<file path="config.mk">
export PLATFORM = sky130hd
export DESIGN_NAME = dly_tap_aligner
export DESIGN_NICKNAME = d
export VERILOG_FILES = /design/src/rtl/dly_tap_aligner.sv
export SDC_FILE = /design/constraint.sdc
export NUM_CORES = 1
export LEC_CHECK = 0
export ABC_AREA = 1
export BUFFER_PORTS_ARGS = -buffer_cell sky130_fd_sc_hd__buf_2
export CORE_AREA = 2 2 58 60
export CTS_CLUSTER_DIAMETER = 200
export DETAILED_ROUTE_END_ITERATION = 12
export DIE_AREA = 0 0 60 62
export GPL_ROUTABILITY_DRIVEN = 0
export HOLD_SLACK_MARGIN = 0.1
export PLACE_DENSITY = 0.76
export SLEW_MARGIN = 20
export SYNTH_ARGS = -nofsm -noshare
export SYNTH_HDL_FRONTEND = slang
export SYNTH_SLANG_ARGS = --single-unit
</file>
<file path="constraint.sdc">
create_clock -name clk -period 1.8 [get_ports clk]
set_clock_uncertainty 0.2 [all_clocks]
set_input_delay 0.09 -clock clk [delete_from_list [all_inputs] [get_ports clk]]
set_output_delay 0.09 -clock clk [all_outputs]
set_load 0.02 [all_outputs]
</file>
<file path="src/rtl/dly_tap_aligner.sv">
// Delay-line tap scanner: steps tap_sel, majority-votes the registered line
// output at each tap and locks on the first 0->1 transition.
module dly_tap_aligner #(
  parameter  int TAPS    = 16,
  parameter  int SETTLE  = 4,
  parameter  int SAMPLES = 8,
  localparam int TAP_W   = (TAPS > 2) ? $clog2(TAPS) : 1
) (
  input  logic             clk,
  input  logic             rstn,
  input  logic             start,
  input  logic             abort,
  input  logic             sample_i,
  output logic [TAP_W-1:0] tap_sel,
  output logic             busy,
  output logic             done,
  output logic             locked,
  output logic             err,
  output logic [TAP_W-1:0] edge_tap
);

  localparam int CNT_MAX = (SETTLE > SAMPLES) ? SETTLE : SAMPLES;
  localparam int CNT_W   = $clog2(CNT_MAX + 1);
  localparam int ONES_W  = $clog2(SAMPLES + 1);

  typedef enum logic [1:0] {S_IDLE, S_SETTLE, S_ACCUM, S_DECIDE} state_t;

  state_t            r_state, w_state;
  logic [TAP_W-1:0]  r_tap, w_tap, r_edge, w_edge;
  logic [CNT_W-1:0]  r_cnt, w_cnt;
  logic [ONES_W-1:0] r_ones, w_ones;
  logic              r_prev, w_prev;
  logic              r_busy, w_busy;
  logic              r_done, w_done;
  logic              r_locked, w_locked;
  logic              r_err, w_err;
  logic              w_v;

  // Strict majority: a tie reads as 0.
  assign w_v = (r_ones > ONES_W'(SAMPLES / 2));

  always_ff @(posedge clk or negedge rstn) begin
    if (!rstn) begin
      r_state  <= S_IDLE;
      r_tap    <= '0;
      r_edge   <= '0;
      r_cnt    <= '0;
      r_ones   <= '0;
      r_prev   <= 1'b0;
      r_busy   <= 1'b0;
      r_done   <= 1'b0;
      r_locked <= 1'b0;
      r_err    <= 1'b0;
    end else begin
      r_state  <= w_state;
      r_tap    <= w_tap;
      r_edge   <= w_edge;
      r_cnt    <= w_cnt;
      r_ones   <= w_ones;
      r_prev   <= w_prev;
      r_busy   <= w_busy;
      r_done   <= w_done;
      r_locked <= w_locked;
      r_err    <= w_err;
    end
  end

  always_comb begin
    w_state  = r_state;
    w_tap    = r_tap;
    w_edge   = r_edge;
    w_cnt    = r_cnt;
    w_ones   = r_ones;
    w_prev   = r_prev;
    w_busy   = r_busy;
    w_done   = 1'b0;
    w_locked = r_locked;
    w_err    = r_err;
    if (r_state == S_IDLE) begin
      if (start && !abort) begin
        w_locked = 1'b0;
        w_err    = 1'b0;
        w_tap    = '0;
        w_busy   = 1'b1;
        w_cnt    = CNT_W'(SETTLE - 1);
        w_state  = S_SETTLE;
      end
    end else if (abort) begin
      // Abort wins over any DECIDE outcome in the same cycle.
      w_state  = S_IDLE;
      w_tap    = '0;
      w_busy   = 1'b0;
      w_locked = 1'b0;
      w_err    = 1'b0;
    end else begin
      case (r_state)
        S_SETTLE: begin
          if (r_cnt == '0) begin
            w_ones  = '0;
            w_cnt   = CNT_W'(SAMPLES - 1);
            w_state = S_ACCUM;
          end else begin
            w_cnt = r_cnt - CNT_W'(1);
          end
        end
        S_ACCUM: begin
          w_ones = r_ones + ONES_W'(sample_i);
          if (r_cnt == '0) w_state = S_DECIDE;
          else             w_cnt   = r_cnt - CNT_W'(1);
        end
        S_DECIDE: begin
          if (r_tap != '0 && !r_prev && w_v) begin
            w_locked = 1'b1;
            w_edge   = r_tap;
            w_done   = 1'b1;
            w_busy   = 1'b0;
            w_state  = S_IDLE;
          end else if (r_tap == TAP_W'(TAPS - 1)) begin
            w_err   = 1'b1;
            w_tap   = '0;
            w_done  = 1'b1;
            w_busy  = 1'b0;
            w_state = S_IDLE;
          end else begin
            w_prev  = w_v;
            w_tap   = r_tap + TAP_W'(1);
            w_cnt   = CNT_W'(SETTLE - 1);
            w_state = S_SETTLE;
          end
        end
        default: w_state = S_IDLE;
      endcase
    end
  end

  assign tap_sel  = r_tap;
  assign busy     = r_busy;
  assign done     = r_done;
  assign locked   = r_locked;
  assign err      = r_err;
  assign edge_tap = r_edge;

endmodule
</file>
==> flow_metrics.tcl <==
set metrics [dict create \
    startpoint_type "register" \
    fin_crit_sh_pct 94.18 \
    cts_tree "built" \
    drtIter0Drc 48 \
    antenna_found_initial 0 \
    drcViolationCount 0 \
    dp_hpwl_um 2058 \
    pre_cts_slack_ps 2.325 \
    root_buffer "clkbuf_4" \
    layout-drive-gt1-share_pct 28.57 \
    clk_pin_slew_ps 140 \
    crit_fanout 5 \
    grt_pass1_vias 1045 \
    maxCapViolCount 0 \
    p_leak_nw 0.8566 \
    yosysUniqueCellTypes 25 \
    crit_required_ps 1870 \
    rsz0062_at_grt "yes" \
    io_pins 17 \
    yosysTopAreaCell "dfrtp_1" \
    setup_viol 0 \
    n_antenna_cell 0 \
    finalNetCount 218 \
    ant_nets 0 \
    syn_to_final_growth_pct 27.31 \
    postSynthCellCount 163 \
    critPathKind "register to register" \
    synth_area_um2 1329 \
    finalWirelength_um 2748 \
    met2_usage_pct 27.33 \
    die_y_um 62 \
    htreeDepth 1 \
    clockBufferDepth 2 \
    setup_ws_ps 104.8 \
    met3_usage_pct 4.555 \
    max_freq_mhz 589.9 \
    syn_avg_cell_area_um2 8.152 \
    status "finished, final reports clean" \
    slew_headroom_pct 66.70 \
    hp-class "register to register" \
    grt_first_pass_wirelength_um 4485 \
    power_mw 2.052 \
    power_density_nw_per_um2 1213 \
    hold_viol 0 \
    drv_slew 0 \
    finalCriticalPeriod_ps 1695 \
    cp.arrival_ps 1770 \
    port_buffers 16 \
    grt_max_degree 24 \
    synth_area_leaders "dfrtp_1 (43%), nand2_1 (13%), ha_1 (8.5%), nand3_1 (6.0%), inv_1 (5.4%)" \
    wl_per_cell_um 11.04 \
    vias 1179 \
    via_per_inst 4.735 \
    worst_pin_slew_ps 499.5 \
    yosys_warnings 0 \
    fill_cells 301 \
    vdd.ir_drop.worst_mv 0.8104 \
    busiest_layer "met2" \
    die-width_um 60 \
    synth_top_area_share_pct 43.31 \
    start_util_pct 41.79 \
    coreArea_um2 3179 \
    synth_nets 177 \
    critPathCaptureType "register" \
    multi_input_area_um2 699.4 \
    clock_sinks 23 \
    grtUsageMet1_pct 20.67 \
    design.die.area_um2 3720 \
    dr.pass1.iters 4 \
    grt-ovfl-total 0 \
    seq_area_um2 575.6 \
    gr-usage-all-layers_pct 16.23 \
    clk_latency_ps 330 \
    synth_seq_cells 23 \
    ys_seq_area_share_pct 43.31 \
    rows 21 \
    cts_buffers 3 \
]
-- sequential cells by signal (all words and copies together) (netlist names) --
signal    count
err           1
edge_tap      4
locked        1
done          1
r_cnt         4
tap_sel       4
r_state       2
r_prev        1
busy          1
r_ones        4
-- what timing repair did --
item,CTS,global route
hold endpoints to repair,31,0
gates cloned,0,0
setup buffers,0,1
setup endpoints to repair,2,19
gates resized for setup,1,17
hold buffers,5,0
pin swaps,0,2
-- layout by cell type, fill, tap and decap left out, types with 2 or more instances in the layout --
| master | n |
|---|---|
| nand2_1 | 41 |
| inv_1 | 13 |
| a21oi_1 | 7 |
| ha_2 | 2 |
| buf_2 | 16 |
| nor2_1 | 8 |
| buf_4 | 15 |
| dfrtp_1 | 23 |
| clkbuf_4 | 3 |
| inv_2 | 6 |
| nand2_2 | 4 |
| o21ai_0 | 11 |
| dlygate4sd3_1 | 5 |
| xnor2_1 | 2 |
| xor2_1 | 2 |
| nor2_4 | 3 |
| nor3_1 | 2 |
| nand3_1 | 16 |
| o21ai_1 | 3 |
| ha_1 | 6 |
-- routing by layer --
layer	share of wire [%]	routed length, um	vias to the layer above
li1	-	-	611
met1	47	1294	536
met2	48	1332	30
met3	3.9	106	2
met4	0.55	15	0
met5	0	0	-
-- synth_stat cells, drive strengths merged --
master / number
a22oi: 1
a211oi: 1
a21boi: 2
nand3: 17
a21oi: 9
inv: 20
ha: 9
nor3: 2
nand4: 1
dfrtp: 23
o31ai: 1
buf: 1
xor2: 2
xnor2: 2
o21ai: 14
nor2: 12
nand2: 46
-- through the flow --
step,hold WS [ps],std cells,instance area [um2],setup TNS (ps),util (%)
after floorplan,-405.6,163,1329,0,-
after global placement,-108.8,239,1568,0,49.31
after detailed placement,-108.1,239,1568,0,49.31
after CTS,303.5,248,1650,0,51.91
after global routing,322.1,249,1692,-13.63,53.21
final,297.5,249,1692,0,53.21
-- critical path, stage by stage (launching register included) --
cell     delay [ps]
dfrtp_1         410
buf_4           140
ha_2            190
buf_6           130
nand2_2          70
nor2_1           50
a21oi_2         160
buf_4           150
nand3_1          70
nand2_1          70
-- logic make-up (layout without fill, tap and decap cells) --
family / after synthesis / after routing / share of synthesized area [%]
AO/OA/AOI/OAI: 28 / 28 / 12.62
XOR/XNOR: 4 / 4 / 2.637
adder cells (fa/ha/maj): 9 / 9 / 8.475
buffers and inverters: 21 / 61 / 6.686
flip-flops: 23 / 23 / 43.31
AND/OR/NAND/NOR: 78 / 78 / 26.27
-- layout make-up --
type,instances,share of cell area (%)
Inverter,20,4.586
Sequential cell,23,34.02
Clock buffer,3,1.331
Timing Repair Buffer,37,15.01
Clock inverter,1,0.2959
Tap cell,46,3.402
Multi-Input combinational cell,119,41.35
-- report_power, final --
group          leakage, nW  total (mW)  switching (mW)  internal (mW)
sequential           0.307       0.694          0.0699          0.624
clock               0.0177       0.256           0.173         0.0835
combinational        0.532        1.10           0.638          0.464
-- final timing paths --
| path | start | to | slack (ps) | depth (start not counted) |
|---|---|---|---|---|
| setup / recovery | r_state[1]$_DFFE_PN0P_ | r_cnt[3]$_DFFE_PN0P_ | 100 | 9 |
| hold / removal | edge_tap[3]$_DFFE_PN0P_ | edge_tap[3]$_DFFE_PN0P_ | 300 | 2 |
| setup reg to reg | r_state[1]$_DFFE_PN0P_ | r_cnt[3]$_DFFE_PN0P_ | 100 | 9 |
| hold reg to reg | edge_tap[3]$_DFFE_PN0P_ | edge_tap[3]$_DFFE_PN0P_ | 300 | 2 |
| max in group asynchronous | rstn | r_cnt[3]$_DFFE_PN0P_ | 490 | 3 |
| min in group asynchronous | rstn | r_ones[3]$_DFFE_PN0P_ | 570 | 3 |
Power figures use the tool's default switching activity.
